[src/rtl/mem_bank_arbiter_pkg.sv]
// Shared types and constants for the SRAM bank arbiter slice.
// The 12-bit word address splits into a 2-bit bank select (top bits)
// and a 10-bit row address for the 8x1024 macro pairs.
package mem_arb_pkg;

    localparam int ADDR_W    = 12;
    localparam int DATA_W    = 16;
    localparam int BANK_W    = 2;
    localparam int ROW_W     = 10;
    localparam int NUM_BANKS = 1 << BANK_W;

    // Which requester owns an access travelling down the pipeline
    typedef enum logic {
        SRC_CPU = 1'b0,
        SRC_WB  = 1'b1
    } src_e;

    // Tag that follows each granted access from S1 to S2 so the
    // returning read data can be steered to its owner
    typedef struct packed {
        logic                valid;
        src_e                src;
        logic [BANK_W-1:0]   bank;
        logic                is_read;
    } pipe_tag_t;

    // Bank number taken from the top of the word address
    function automatic logic [BANK_W-1:0] addrBank(input logic [ADDR_W-1:0] addr);
        return addr[ADDR_W-1 -: BANK_W];
    endfunction

    // Row address inside a bank
    function automatic logic [ROW_W-1:0] addrRow(input logic [ADDR_W-1:0] addr);
        return addr[ROW_W-1:0];
    endfunction

    // Active-low one-hot chip select for a bank
    function automatic logic [NUM_BANKS-1:0] bankSelectN(input logic [BANK_W-1:0] bank);
        logic [NUM_BANKS-1:0] oneHot;
        oneHot       = '0;
        oneHot[bank] = 1'b1;
        return ~oneHot;
    endfunction

endpackage

[src/rtl/mem_bank_arbiter_if.sv]
// Bundle of the CPU port, the loader (Wishbone-style) port and the
// SRAM macro side of the arbiter. The arbiter uses the slave view;
// the master view is the environment driving requests and modelling
// the macros.
interface mem_bank_arbiter_if;
    import mem_arb_pkg::*;

    // CPU port
    logic                 cpu_en;
    logic                 cpu_rw;
    logic [ADDR_W-1:0]    cpu_addr;
    logic [DATA_W-1:0]    cpu_wdata;
    logic                 cpu_stall;
    logic                 cpu_rvalid;
    logic [DATA_W-1:0]    cpu_rdata;

    // Loader port
    logic                 wb_req;
    logic                 wb_we;
    logic [ADDR_W-1:0]    wb_addr;
    logic [DATA_W-1:0]    wb_wdata;
    logic                 wb_ack;
    logic [DATA_W-1:0]    wb_rdata;

    // SRAM macro side
    logic [NUM_BANKS-1:0] mem_csb;
    logic                 mem_web;
    logic [ROW_W-1:0]     mem_addr;
    logic [DATA_W-1:0]    mem_wdata;
    logic [DATA_W-1:0]    mem_rdata0;
    logic [DATA_W-1:0]    mem_rdata1;
    logic [DATA_W-1:0]    mem_rdata2;
    logic [DATA_W-1:0]    mem_rdata3;

    modport slave (
        input  cpu_en, cpu_rw, cpu_addr, cpu_wdata,
        output cpu_stall, cpu_rvalid, cpu_rdata,
        input  wb_req, wb_we, wb_addr, wb_wdata,
        output wb_ack, wb_rdata,
        output mem_csb, mem_web, mem_addr, mem_wdata,
        input  mem_rdata0, mem_rdata1, mem_rdata2, mem_rdata3
    );

    modport master (
        output cpu_en, cpu_rw, cpu_addr, cpu_wdata,
        input  cpu_stall, cpu_rvalid, cpu_rdata,
        output wb_req, wb_we, wb_addr, wb_wdata,
        input  wb_ack, wb_rdata,
        input  mem_csb, mem_web, mem_addr, mem_wdata,
        output mem_rdata0, mem_rdata1, mem_rdata2, mem_rdata3
    );

endinterface

[src/rtl/mem_bank_arbiter_rdmux.sv]
// Completion stage of the arbiter: picks the read data of the bank
// named by the S2 tag, registers it into the owner's read-data
// register and raises that owner's one-cycle completion pulse.
// Writes pulse the completion flag without touching read data, and
// both read-data registers hold between pulses.
module mem_bank_rdmux
    import mem_arb_pkg::*;
(
    input  logic              clk,
    input  logic              rst,
    input  pipe_tag_t         i_tag,
    input  logic [DATA_W-1:0] i_memRdata0,
    input  logic [DATA_W-1:0] i_memRdata1,
    input  logic [DATA_W-1:0] i_memRdata2,
    input  logic [DATA_W-1:0] i_memRdata3,
    output logic              o_cpuRvalid,
    output logic [DATA_W-1:0] o_cpuRdata,
    output logic              o_wbAck,
    output logic [DATA_W-1:0] o_wbRdata
);

    logic [DATA_W-1:0] w_bankData;
    logic              r_cpuRvalid;
    logic [DATA_W-1:0] r_cpuRdata;
    logic              r_wbAck;
    logic [DATA_W-1:0] r_wbRdata;

    // 4:1 selection of the macro output addressed by the S2 tag
    always_comb begin
        w_bankData = i_memRdata0;
        case (i_tag.bank)
            2'd0:    w_bankData = i_memRdata0;
            2'd1:    w_bankData = i_memRdata1;
            2'd2:    w_bankData = i_memRdata2;
            default: w_bankData = i_memRdata3;
        endcase
    end

    // Register the completion pulse and steer read data to its owner
    always_ff @(posedge clk or posedge rst) begin
        if (rst) begin
            r_cpuRvalid <= 1'b0;
            r_cpuRdata  <= '0;
            r_wbAck     <= 1'b0;
            r_wbRdata   <= '0;
        end else begin
            r_cpuRvalid <= i_tag.valid && (i_tag.src == SRC_CPU);
            r_wbAck     <= i_tag.valid && (i_tag.src == SRC_WB);
            if (i_tag.valid && i_tag.is_read) begin
                if (i_tag.src == SRC_CPU) begin
                    r_cpuRdata <= w_bankData;
                end else begin
                    r_wbRdata  <= w_bankData;
                end
            end
        end
    end

    assign o_cpuRvalid = r_cpuRvalid;
    assign o_cpuRdata  = r_cpuRdata;
    assign o_wbAck     = r_wbAck;
    assign o_wbRdata   = r_wbRdata;

endmodule

[src/rtl/mem_bank_arbiter.sv]
// Arbiter between the CPU port and the management-side loader for the
// four 16-bit SRAM word banks. One access is granted per cycle, driven
// onto the macro pins at the grant edge (S1), tagged through the macro
// capture edge (S2) and completed one edge later by the read mux, so a
// requester sees its rvalid/ack three edges after its grant.
// The CPU normally wins; the loader wins when the CPU is idle or after
// it has lost WB_MAX_WAIT times in a row. The loader may have only one
// access outstanding and is held off through its own ack cycle so a
// still-high wb_req cannot issue the same transfer twice.
module mem_bank_arbiter
    import mem_arb_pkg::*;
#(
    parameter int WB_MAX_WAIT = 4
)(
    input  logic clk,
    input  logic rst,
    mem_bank_arbiter_if.slave bus
);

    localparam logic [3:0] WAIT_LIMIT = 4'(WB_MAX_WAIT);

    logic                 w_wbInFlight;
    logic                 w_wbEligible;
    logic                 w_wbGrant;
    logic                 w_cpuGrant;
    logic                 w_anyGrant;
    logic [ADDR_W-1:0]    w_reqAddr;
    logic [DATA_W-1:0]    w_reqWdata;
    logic                 w_reqWrite;
    pipe_tag_t            w_s1Next;

    logic [3:0]           r_wbWait;
    logic [NUM_BANKS-1:0] r_memCsb;
    logic                 r_memWeb;
    logic [ROW_W-1:0]     r_memAddr;
    logic [DATA_W-1:0]    r_memWdata;
    pipe_tag_t            r_s1Tag;
    pipe_tag_t            r_s2Tag;

    logic                 w_cpuRvalid;
    logic [DATA_W-1:0]    w_cpuRdata;
    logic                 w_wbAck;
    logic [DATA_W-1:0]    w_wbRdata;

    // Loader access is outstanding from its grant until its ack cycle ends
    always_comb begin
        w_wbInFlight = (r_s1Tag.valid && (r_s1Tag.src == SRC_WB)) ||
                       (r_s2Tag.valid && (r_s2Tag.src == SRC_WB)) ||
                       w_wbAck;
        w_wbEligible = bus.wb_req && !w_wbInFlight;
        w_wbGrant    = w_wbEligible && (!bus.cpu_en || (r_wbWait == WAIT_LIMIT));
        w_cpuGrant   = bus.cpu_en && !w_wbGrant;
        w_anyGrant   = w_cpuGrant || w_wbGrant;
    end

    // Select the winning request and build the tag it will carry
    always_comb begin
        w_reqAddr  = bus.cpu_addr;
        w_reqWdata = bus.cpu_wdata;
        w_reqWrite = bus.cpu_rw;
        if (w_wbGrant) begin
            w_reqAddr  = bus.wb_addr;
            w_reqWdata = bus.wb_wdata;
            w_reqWrite = bus.wb_we;
        end
        w_s1Next         = '0;
        w_s1Next.valid   = w_anyGrant;
        w_s1Next.src     = w_wbGrant ? SRC_WB : SRC_CPU;
        w_s1Next.bank    = addrBank(w_reqAddr);
        w_s1Next.is_read = !w_reqWrite;
    end

    // Count consecutive losses of an eligible loader, saturating at the limit
    always_ff @(posedge clk or posedge rst) begin
        if (rst) begin
            r_wbWait <= '0;
        end else if (!bus.wb_req || w_wbGrant) begin
            r_wbWait <= '0;
        end else if (w_wbEligible && (r_wbWait != WAIT_LIMIT)) begin
            r_wbWait <= r_wbWait + 4'd1;
        end
    end

    // S1: drive the granted access onto the macro pins; idle cycles only deselect
    always_ff @(posedge clk or posedge rst) begin
        if (rst) begin
            r_memCsb   <= '1;
            r_memWeb   <= 1'b1;
            r_memAddr  <= '0;
            r_memWdata <= '0;
            r_s1Tag    <= '0;
        end else begin
            r_s1Tag <= w_s1Next;
            if (w_anyGrant) begin
                r_memCsb   <= bankSelectN(addrBank(w_reqAddr));
                r_memWeb   <= !w_reqWrite;
                r_memAddr  <= addrRow(w_reqAddr);
                r_memWdata <= w_reqWdata;
            end else begin
                r_memCsb   <= '1;
            end
        end
    end

    // S2: follow the macros' capture edge so the tag lines up with their output
    always_ff @(posedge clk or posedge rst) begin
        if (rst) begin
            r_s2Tag <= '0;
        end else begin
            r_s2Tag <= r_s1Tag;
        end
    end

    mem_bank_rdmux u_rdmux (
        .clk         (clk),
        .rst         (rst),
        .i_tag       (r_s2Tag),
        .i_memRdata0 (bus.mem_rdata0),
        .i_memRdata1 (bus.mem_rdata1),
        .i_memRdata2 (bus.mem_rdata2),
        .i_memRdata3 (bus.mem_rdata3),
        .o_cpuRvalid (w_cpuRvalid),
        .o_cpuRdata  (w_cpuRdata),
        .o_wbAck     (w_wbAck),
        .o_wbRdata   (w_wbRdata)
    );

    assign bus.cpu_stall  = bus.cpu_en && !w_cpuGrant;
    assign bus.cpu_rvalid = w_cpuRvalid;
    assign bus.cpu_rdata  = w_cpuRdata;
    assign bus.wb_ack     = w_wbAck;
    assign bus.wb_rdata   = w_wbRdata;
    assign bus.mem_csb    = r_memCsb;
    assign bus.mem_web    = r_memWeb;
    assign bus.mem_addr   = r_memAddr;
    assign bus.mem_wdata  = r_memWdata;

endmodule

[src/flat_wrapper.sv]
// flat-port wrapper written by rule: the top's interface ports become plain ports
module mem_bank_arbiter_flat import mem_arb_pkg::*;
#(
    parameter int WB_MAX_WAIT = 4
)
  (clk, rst, bus_cpu_en, bus_cpu_rw, bus_cpu_addr, bus_cpu_wdata, bus_cpu_stall, bus_cpu_rvalid, bus_cpu_rdata, bus_wb_req, bus_wb_we, bus_wb_addr, bus_wb_wdata, bus_wb_ack, bus_wb_rdata, bus_mem_csb, bus_mem_web, bus_mem_addr, bus_mem_wdata, bus_mem_rdata0, bus_mem_rdata1, bus_mem_rdata2, bus_mem_rdata3);
  mem_bank_arbiter_if bus_i ();
  input  logic clk;
  input  logic rst;
  input wire logic [$bits(bus_i.cpu_en)-1:0] bus_cpu_en;
  input wire logic [$bits(bus_i.cpu_rw)-1:0] bus_cpu_rw;
  input wire logic [$bits(bus_i.cpu_addr)-1:0] bus_cpu_addr;
  input wire logic [$bits(bus_i.cpu_wdata)-1:0] bus_cpu_wdata;
  output wire logic [$bits(bus_i.cpu_stall)-1:0] bus_cpu_stall;
  output wire logic [$bits(bus_i.cpu_rvalid)-1:0] bus_cpu_rvalid;
  output wire logic [$bits(bus_i.cpu_rdata)-1:0] bus_cpu_rdata;
  input wire logic [$bits(bus_i.wb_req)-1:0] bus_wb_req;
  input wire logic [$bits(bus_i.wb_we)-1:0] bus_wb_we;
  input wire logic [$bits(bus_i.wb_addr)-1:0] bus_wb_addr;
  input wire logic [$bits(bus_i.wb_wdata)-1:0] bus_wb_wdata;
  output wire logic [$bits(bus_i.wb_ack)-1:0] bus_wb_ack;
  output wire logic [$bits(bus_i.wb_rdata)-1:0] bus_wb_rdata;
  output wire logic [$bits(bus_i.mem_csb)-1:0] bus_mem_csb;
  output wire logic [$bits(bus_i.mem_web)-1:0] bus_mem_web;
  output wire logic [$bits(bus_i.mem_addr)-1:0] bus_mem_addr;
  output wire logic [$bits(bus_i.mem_wdata)-1:0] bus_mem_wdata;
  input wire logic [$bits(bus_i.mem_rdata0)-1:0] bus_mem_rdata0;
  input wire logic [$bits(bus_i.mem_rdata1)-1:0] bus_mem_rdata1;
  input wire logic [$bits(bus_i.mem_rdata2)-1:0] bus_mem_rdata2;
  input wire logic [$bits(bus_i.mem_rdata3)-1:0] bus_mem_rdata3;
  assign bus_i.cpu_en = bus_cpu_en;
  assign bus_i.cpu_rw = bus_cpu_rw;
  assign bus_i.cpu_addr = bus_cpu_addr;
  assign bus_i.cpu_wdata = bus_cpu_wdata;
  assign bus_cpu_stall = bus_i.cpu_stall;
  assign bus_cpu_rvalid = bus_i.cpu_rvalid;
  assign bus_cpu_rdata = bus_i.cpu_rdata;
  assign bus_i.wb_req = bus_wb_req;
  assign bus_i.wb_we = bus_wb_we;
  assign bus_i.wb_addr = bus_wb_addr;
  assign bus_i.wb_wdata = bus_wb_wdata;
  assign bus_wb_ack = bus_i.wb_ack;
  assign bus_wb_rdata = bus_i.wb_rdata;
  assign bus_mem_csb = bus_i.mem_csb;
  assign bus_mem_web = bus_i.mem_web;
  assign bus_mem_addr = bus_i.mem_addr;
  assign bus_mem_wdata = bus_i.mem_wdata;
  assign bus_i.mem_rdata0 = bus_mem_rdata0;
  assign bus_i.mem_rdata1 = bus_mem_rdata1;
  assign bus_i.mem_rdata2 = bus_mem_rdata2;
  assign bus_i.mem_rdata3 = bus_mem_rdata3;
  mem_bank_arbiter #(.WB_MAX_WAIT(WB_MAX_WAIT)) u_core (.clk(clk), .rst(rst), .bus(bus_i));
endmodule
[config.mk]
export PLATFORM = sky130hd
export DESIGN_NAME = mem_bank_arbiter_flat
export DESIGN_NICKNAME = d
export VERILOG_FILES = /design/src/rtl/mem_bank_arbiter_pkg.sv /design/src/rtl/mem_bank_arbiter_if.sv /design/src/rtl/mem_bank_arbiter_rdmux.sv /design/src/rtl/mem_bank_arbiter.sv /design/src/flat_wrapper.sv
export SDC_FILE = /design/constraint.sdc
export NUM_CORES = 1
export LEC_CHECK = 0
export ABC_AREA = 0
export CAP_MARGIN = 30
export CORE_UTILIZATION = 45
export CTS_CLUSTER_DIAMETER = 60
export CTS_CLUSTER_SIZE = 20
export DETAILED_ROUTE_END_ITERATION = 6
export DONT_BUFFER_PORTS = 1
export SETUP_SLACK_MARGIN = 0.5
export SLEW_MARGIN = 20
export SYNTH_ARGS = -nofsm -noshare
export SYNTH_HDL_FRONTEND = slang
export SYNTH_SLANG_ARGS = --single-unit
export TNS_END_PERCENT = 20
[constraint.sdc]
create_clock -name clk -period 6 [get_ports clk]
set_input_delay 0.6 -clock clk [delete_from_list [all_inputs] [get_ports clk]]
set_output_delay 0.6 -clock clk [all_outputs]
set_load 0.05 [all_outputs]
==> impl_metrics.csv, run 1 <==
group,metric,value,unit
routing,viasPerCell,5.96,
layout,nNetsFinal,429,
worst_setup_path,critical_path_class,"register to primary output",
cts,cts-resized-gates,0,
layout,layout_commonest_cell,"dfrtp_1",
routing,drc,0,
cts,postCtsSetupRepairBufs,0,
cts,root_buffer,"clkbuf_8",
cts,cts_sinks,79,
synth,synth_enable_flop_cells,0,
floorplan,core-area,8300,sq um
worst_setup_path,critPathLaunchType,"register",
cts,cts_buffer_depth,2,
routing,drtIter0Drc,65,
layout,drive_gt1_share,23.9,%
layout,fillers,714,
cts,clk_latency,0.35,ns
pwr,power_density,398,nW/um^2
layout,final_util,50.1,%
routing,wire_per_inst,20.1,um
layout,final_cell_mix,"dfrtp_1 (74), nand2_1 (37), mux2_2 (33), inv_1 (33), mux2i_1 (28)",
timing,tns,0,ns
timing,drv_slew,0,
global_routing,grt_max_degree,43,
placement,portBuffers,0,
placement,dp.final_hpwl,5.88,mm
pwr,max-vdd-ir-drop,0.123,mV
timing,max-slew-margin-rel,42.0,%
worst_setup_path,cp_data_required_time,5.40,ns
synth,synth_warnings,0,
global_routing,grt_pass1_wl,12.2,mm
routing,finalWirelength,8.25,mm
synth,ys_async_sr_fraction,100,%
floorplan,initial_core_util,46.8,%
global_routing,overflow,0,
cts,cts_max_level,3,
global_routing,grtUsageTotal,18.1,%
timing,period_needed,3.38,ns
timing,setup_viol,0,
timing,rsz0062_at_grt,"false",
timing,hold_violations,0,
cts,tritoncts,"done",
synth,synth_ff_type,"dfrtp_1",
synth,ys_seq_area_share,51.1,%
layout,areaGrowthSynthToFinish,6.99,%
synth,synth_fp_nets,433,
global_routing,grt_pass1_vias,2467,
cts,clk_pin_slew_worst_paths,0.09,ns
worst_setup_path,cp_data_arrival_time,2.78,ns
floorplan,die-area,9010,sq um
timing,clock_skew,0.0102,ns
layout,diodes,0,
routing,vias,2449,
placement,place_congestion,0.777,
cts,cts_hold_buf,0,
pwr,total_leakage_power,1.83,nW
floorplan,io-pin-count,192,
synth,yosysUniqueCellTypes,36,
timing,max_freq,296,MHz
cts,cts_made_buffers,9,
worst_setup_path,end_kind,"primary output",
global_routing,antenna_found_initial,0,
synth,syn_avg_cell_area,12.7,sq um
timing,post-route-period-util,56.4,%
hold_path,hold_path.class,"input pin to async pin",
routing,ant_nets,0,
job,maxCapViolations,0,
routing,first_pass_iters,4,
floorplan,die_height,94.9,um
timing,worstMarginPinSlew,0.867,ns
floorplan,rows,33,
synth,ys_ff_latch,79,
floorplan,die_w,94.9,um
run_status,outcome,"finished, final reports clean",
synth,synth_cells,305,
worst_setup_path,path_max_fanout,17,
synth,netlist_area,3880,sq um
## cell usage after synthesis, types with 2 or more instances
master	count	area share [%]
clkbuf_1	5	0.48
o221ai_1	27	6.1
o21ai_0	2	0.26
mux4_1	6	4.1
inv_1	34	3.3
buf_6	3	0.87
dfrtp_1	74	48
ha_1	2	0.64
and4b_1	2	0.52
nand3_1	3	0.39
dfstp_2	5	3.4
mux2_2	33	9.6
nand3b_1	2	0.39
buf_2	10	1.3
nand2_1	37	3.6
a21boi_0	2	0.39
mux2i_1	28	7.2
mux4_2	10	5.8
o32a_1	3	0.77
## worst max-delay path, stage by stage (launching register included)
cell and delay [ns]:
dfrtp_1 0.58, and2b_1 0.33, and3_1 0.73, nand2_1 0.11, nor2_1 0.68
## metrics by stage
step | total power (W) | setup WS, ns | hold WS (ns) | instances | area, sq um
finish | 0.00166 | 2.62 | 0.232 | 411 | 4160
global route | 0.00173 | 2.47 | 0.260 | 411 | 4160
CTS | 0.00168 | 2.58 | 0.238 | 410 | 4130
detailed placement | 0.00131 | 3.00 | 0.335 | 394 | 3950
global placement | 0.00129 | 2.98 | 0.333 | 392 | 3910
floorplan | 0.00126 | 3.38 | 0.331 | 305 | 3880
## report_power, final
part           leakage (nW)  total (W)  switching, W  internal (W)
sequential            0.938    0.00108      0.000447      0.000636
clock                0.0842   0.000365      0.000210      0.000155
combinational         0.812   0.000208     0.0000824      0.000126
## path summary, 6_finish.rpt
| path | from | endpoint | slack [ns] | cells after the start |
|---|---|---|---|---|
| worst max-delay path | u_core.u_rdmux.o_wbAck | bus_cpu_stall | 2.62 | 4 |
| worst min-delay path | rst | u_core.u_rdmux.o_wbRdata[15] | 0.23 | 2 |
| worst max register to register | u_core.u_rdmux.o_wbAck | u_core.bus.mem_addr[7] | 3.18 | 5 |
| worst min register to register | u_core.r_s1Tag[0] | u_core.r_s2Tag[0] | 0.35 | 0 |
| max in group asynchronous | rst | u_core.bus.mem_csb[3] | 5.12 | 3 |
| min in group clk | bus_cpu_rw | u_core.bus.mem_web | 0.34 | 1 |
## logic make-up after synthesis
logic type	share of synthesized area, %
DFF	51.1
adders and majority gates	0.644
buffers and inverters	6.64
AOI/OAI and AO/OA	8.47
muxes	26.6
and+or+nand+nor	6.54
## layout make-up
| type | count | area, sq um | share of cell area, % |
|---|---|---|---|
| clock buffer | 9 | 124 | 2.98 |
| clock inverter | 7 | 56.3 | 1.36 |
| inverter | 34 | 129 | 3.10 |
| multi-input combinational | 172 | 1650 | 39.6 |
| sequential | 79 | 1980 | 47.7 |
| tap | 105 | 131 | 3.16 |
| timing repair buffer | 5 | 85.1 | 2.05 |
## state kept, by name, indices dropped and copies added (netlist names)
signal	flops
u_core.u_rdmux.o_wbRdata	16
u_core.bus.mem_web	1
u_core.r_s1Tag	5
u_core.bus.mem_addr	10
u_core.r_s2Tag	5
u_core.u_rdmux.o_wbAck	1
u_core.u_rdmux.o_cpuRdata	16
u_core.bus.mem_wdata	16
u_core.r_wbWait	4
u_core.bus.mem_csb	4
u_core.u_rdmux.o_cpuRvalid	1
## per-layer routing
layer | part of all wire (%) | GRT usage (%)
met1 | 40 | 21.1
met2 | 50 | 30.2
met3 | 10 | 7.17
met4 | 0.62 | 6.19
met5 | 0 | 0
Power figures use the tool's default switching activity.
==> run 2: changes to the inputs <==
- clock period: 6 -> 2.8 ns (I/O delays scaled with it)
==> run 2 against run 1 <==
  * Clock power grew 140%
  * Critical path type is now register to register
  * Hold slack lost 0.20 ns
  * Flip-flop and latch count is the same
  * Utilization grew 0.60 points
==> impl_metrics.csv, run 2 (same netlist as run 1, synthesis figures left out) <==
group,metric,value,unit
run_status,outcome,"finished, final reports clean",
worst_setup_path,crit_chain,"and2b_1 -> and3_4 -> nand2_1 -> inv_1 -> mux2i_1 -> dlygate4sd3_1",
layout,fillers,733,
routing,drc,0,
global_routing,grtUsageTotal,18.1,%
layout,drive_gt1_share,25.5,%
global_routing,grt_max_degree,35,
worst_setup_path,critPathLaunchType,"register",
worst_setup_path,reg2reg_from,"u_core.u_rdmux.o_wbAck",
routing,ant_nets,0,
global_routing,overflow,0,
cts,cts_sinks,79,
worst_setup_path,cp_data_arrival_time,2.44,ns
worst_setup_path,max_stage_delay,0.55,ns
worst_setup_path,critical_path_class,"register to register",
layout,areaGrowthSynthToFinish,8.28,%
worst_setup_path,path_buf_inv,2,
cts,root_buffer,"clkbuf_8",
layout,nNetsFinal,437,
cts,cts_made_buffers,9,
timing,post-route-period-util,76.8,%
cts,tritoncts,"done",
placement,dpl.cell_count,400,
floorplan,die_height,94.9,um
timing,clock_skew,0.00897,ns
cts,clk_latency,0.35,ns
placement,dp.final_hpwl,5.86,mm
pwr,power_density,865,nW/um^2
timing,max-slew-margin-rel,44.9,%
routing,first_pass_iters,4,
worst_setup_path,r2r_cells,6,
job,maxCapViolations,0,
floorplan,rows,33,
layout,final_util,50.7,%
layout,final_cells,419,
floorplan,die-area,9010,sq um
timing,tns,0,ns
timing,worstMarginPinSlew,0.824,ns
pwr,totalPowerFinal,0.00364,W
cts,cts_buffer_depth,2,
pwr,total_leakage_power,1.87,nW
hold_path,hold_path.class,"input pin to register",
timing,setup_viol,0,
layout,layout_commonest_cell,"dfrtp_1",
worst_setup_path,path_max_fanout,10,
routing,wire_per_inst,19.6,um
hold_path,hold_path_end,"u_core.bus.mem_web",
routing,vias,2474,
worst_setup_path,reg2reg_to,"u_core.r_s1Tag[0]",
floorplan,die_w,94.9,um
global_routing,grt_pass1_vias,2517,
worst_setup_path,end_kind,"register",
pwr,max-vdd-ir-drop,0.341,mV
floorplan,io-pin-count,192,
routing,drtIter0Drc,76,
hold_path,hp-start,"bus_cpu_rw",
worst_setup_path,critical_path.top_delay_family,"simple AND/OR/NAND/NOR gates",
global_routing,antenna_found_initial,0,
layout,multiInputGateArea,1650,sq um
placement,place_congestion,0.779,
timing,period_needed,2.15,ns
layout,final_cell_mix,"dfrtp_1 (73), nand2_1 (37), mux2_2 (33), inv_1 (33), mux2i_1 (28)",
worst_setup_path,r2r_slack,0.65,ns
global_routing,grt_pass1_wl,12.2,mm
timing,hold_ws,0.0332,ns
floorplan,core-area,8300,sq um
timing,hold_violations,0,
hold_path,holdPathStages,1,
cts,clk_pin_slew_worst_paths,0.09,ns
floorplan,initial_core_util,46.8,%
placement,portBuffers,0,
worst_setup_path,cp_slowest_cell,"dlygate4sd3_1",
timing,drv_slew,0,
worst_setup_path,cp_data_required_time,3.09,ns
timing,rsz0062_at_grt,"false",
layout,seqCellArea,1980,sq um
cts,cts_max_level,3,
routing,finalWirelength,8.23,mm
timing,max_freq,465,MHz
routing,viasPerCell,5.90,
layout,diodes,0,
run 2: metal layers:
metal	part of all wire (%)	vias to the layer above	GRT usage (%)
li1	-	1115	-
met1	40	1218	20.6
met2	49	132	31.4
met3	10	9	6.36
met4	1.1	0	6.44
met5	0	-	0
run 2: how the worst max path moves through the flow:
stage	to	depth (start not counted)	slack [ns]	startpoint
2_1_floorplan	u_core.bus.mem_addr[0]	1	0.50	rst
3_3_place_gp	u_core.bus.mem_wdata[15]	5	0.76	u_core.u_rdmux.o_wbAck
3_5_place_dp	u_core.bus.mem_addr[6]	5	0.72	u_core.u_rdmux.o_wbAck
4_1_cts	u_core.r_s1Tag[0]	6	0.57	u_core.u_rdmux.o_wbAck
5_1_grt	u_core.r_s1Tag[0]	8	0.50	u_core.r_wbWait[0]
6_report	u_core.r_s1Tag[0]	6	0.65	u_core.u_rdmux.o_wbAck
run 2: what timing repair did:
item | in CTS | in global routing
buffers inserted | 0 | 0
hold buffers | 3 | 0
endpoints found under the hold margin | 17 | 0
resized for setup | 2 | 1
endpoints found under the setup margin | 1 | 2
run 2: report_power, final:
part | internal [W] | switching (W)
registers | 0.00136 | 0.000952
logic | 0.000270 | 0.000179
clock network | 0.000425 | 0.000449
run 2: stage by stage:
stage               worst slack (ns)  instance area [sq um]
floorplan                      0.505                   3880
global placement               0.765                   3970
detailed placement             0.718                   3970
CTS                            0.569                   4200
global route                   0.502                   4210
finish                         0.650                   4210
run 2: final cells by class:
cell class	instances	share of cell area, %
Clock inverter	7	1.90
Tap cell	105	3.12
Inverter	34	3.06
Sequential cell	79	47.2
Multi-Input combinational cell	172	39.3
Clock buffer	9	2.95
Timing Repair Buffer	13	2.50
==> run 3: changes to the inputs <==
- clock period: 2.8 -> 2.12 ns (I/O delays scaled with it)
==> run 3 against run 2 <==
  * Critical path depth grew 2
  * Sequential power is 32% higher
  * Sequential share of layout area is 6.3 points lower
  * Count of clock-buffer cells in the layout is 2 higher
  * Clock power increased by 41%
  * Worst setup slack worse by 0.27 ns
  * Global-route usage up 1.1 points
  * Utilization up 7.8 points
  * Fmax increased by 23%
  * Wire length rose by 12%
  * Cell count increased by 11%
  * Largest cell class unchanged
  * Highest routed layer unchanged
==> impl_metrics.csv, run 3 (same netlist as run 1, synthesis figures left out) <==
group,metric,value,unit
global_routing,grt_use_met1,21.8,%
global_routing,antenna_found_initial,0,
timing,drv_slew,0,
routing,viasPerCell,5.81,
worst_setup_path,cp_data_arrival_time,1.93,ns
global_routing,overflow,0,
timing,rsz0062_at_grt,"true",
placement,placed_cell_area,4000,sq um
layout,final_util,58.5,%
timing,clock_skew,0.0116,ns
worst_setup_path,path_max_fanout,6,
worst_setup_path,r2r_cells,8,
timing,max-slew-margin-rel,52.1,%
worst_setup_path,r2r_slack,0.38,ns
global_routing,grt_pass1_vias,2740,
worst_setup_path,reg2reg_to,"u_core.bus.mem_wdata[2]",
placement,portBuffers,0,
job,maxCapViolations,0,
global_routing,grt_max_degree,51,
timing,period_needed,1.74,ns
floorplan,die_height,94.9,um
routing,ant_nets,0,
global_routing,grtUsageTotal,19.2,%
worst_setup_path,critical_path_class,"register to register",
hold_path,holdPathStages,1,
layout,diodes,0,
cts,clk_latency,0.34,ns
hold_path,hold_path_end,"u_core.r_s1Tag[1]",
cts,tritoncts,"done",
cts,clk_pin_slew_worst_paths,0.08,ns
cts,cts_sinks,79,
layout,nNetsFinal,481,
pwr,power_density,1040,nW/um^2
hold_path,hp-start,"bus_wb_addr[10]",
worst_setup_path,reg2reg_from,"u_core.r_wbWait[0]",
placement,place_ws,0.347,ns
timing,hold_ws,0.0259,ns
floorplan,core-area,8300,sq um
global_routing,grt_use_met3,5.96,%
timing,tns,0,ns
cts,cts_max_level,3,
timing,fin_ws,0.376,ns
routing,first_pass_iters,4,
routing,drtIter0Drc,81,
floorplan,initial_core_util,46.8,%
cts,cts_made_buffers,9,
pwr,total_leakage_power,2.12,nW
global_routing,grt_pass1_wl,13.1,mm
layout,drive_gt1_share,33.0,%
global_routing,busiest_layer,"met2",
floorplan,rows,33,
timing,worstMarginPinSlew,0.718,ns
run_status,outcome,"finished, final reports clean",
routing,vias,2689,
routing,finalWirelength,9.19,mm
layout,areaGrowthSynthToFinish,25.0,%
layout,final_cell_mix,"dfrtp_1 (74), nand2_1 (36), mux2_2 (33)",
floorplan,die-area,9010,sq um
floorplan,io-pin-count,192,
placement,dp.final_hpwl,5.82,mm
routing,drc,0,
cts,root_buffer,"clkbuf_8",
global_routing,use_met2,34.4,%
timing,setup_viol,0,
hold_path,hold_path.class,"input pin to register",
pwr,max-vdd-ir-drop,0.347,mV
worst_setup_path,critPathLaunchType,"register",
placement,place_congestion,0.785,
floorplan,die_w,94.9,um
layout,layout_commonest_cell,"dfrtp_1",
worst_setup_path,end_kind,"register",
routing,wire_per_inst,19.8,um
timing,hold_violations,0,
timing,post-route-period-util,82.3,%
layout,fin_area,4860,sq um
cts,cts_buffer_depth,2,
worst_setup_path,cp_data_required_time,2.30,ns
timing,max_freq,573,MHz
run 3: routing by layer:
metal | vias up | wire, um
met2 | 137 | 4810
met4 | 0 | 73
met5 | - | 0
met3 | 7 | 747
met1 | 1336 | 3560
li1 | 1209 | -
run 3: where the power goes:
part / switching (W) / leakage [nW] / total, W / internal (W)
logic: 0.000302 / 1.07 / 0.000746 / 0.000444
clock network: 0.000538 / 0.110 / 0.00123 / 0.000696
registers: 0.00125 / 0.938 / 0.00305 / 0.00180
run 3: metrics by stage:
step | cells | power, W
6_report | 463 | 0.00503
5_1_grt | 463 | 0.00528
4_1_cts | 456 | 0.00502
3_5_place_dp | 404 | 0.00370
3_3_place_gp | 404 | 0.00368
2_1_floorplan | 305 | 0.00356
run 3: layout make-up:
cell class                      instances  area, sq um
Fill cell                             676         3440
Inverter                               34          131
Sequential cell                        79         1980
Timing Repair Buffer                   57          584
Clock inverter                          5         81.3
Clock buffer                           11          141
Tap cell                              105          131
Multi-Input combinational cell        172         1800
run 3: what timing repair did:
action,CTS,global route
pin swaps,3,2
buffers inserted,4,2
setup endpoints to repair,35,67
resized for setup,5,32
hold buffers,32,1
hold endpoints to repair,105,1
gates cloned,0,4
run 3: worst max-delay path: stages (launching register included):
cell,delay [ns]
dfrtp_1,0.40
inv_1,0.11
ha_4,0.13
nand3b_1,0.17
buf_4,0.20
o21ai_4,0.16
buf_12,0.15
clkbuf_16,0.16
o221ai_2,0.11
run 3: how the worst max path moves through the flow:
stage | start | endpoint | slack (ns)
finish | u_core.r_wbWait[0] | u_core.bus.mem_wdata[2] | 0.38
global route | u_core.r_wbWait[0] | u_core.bus.mem_wdata[2] | 0.30
detailed placement | u_core.u_rdmux.o_wbAck | u_core.bus.mem_addr[6] | 0.35
CTS | u_core.u_rdmux.o_wbAck | bus_cpu_stall | 0.44
global placement | u_core.u_rdmux.o_wbAck | u_core.bus.mem_addr[9] | 0.41
floorplan | u_core.u_rdmux.o_wbAck | bus_cpu_stall | -0.09
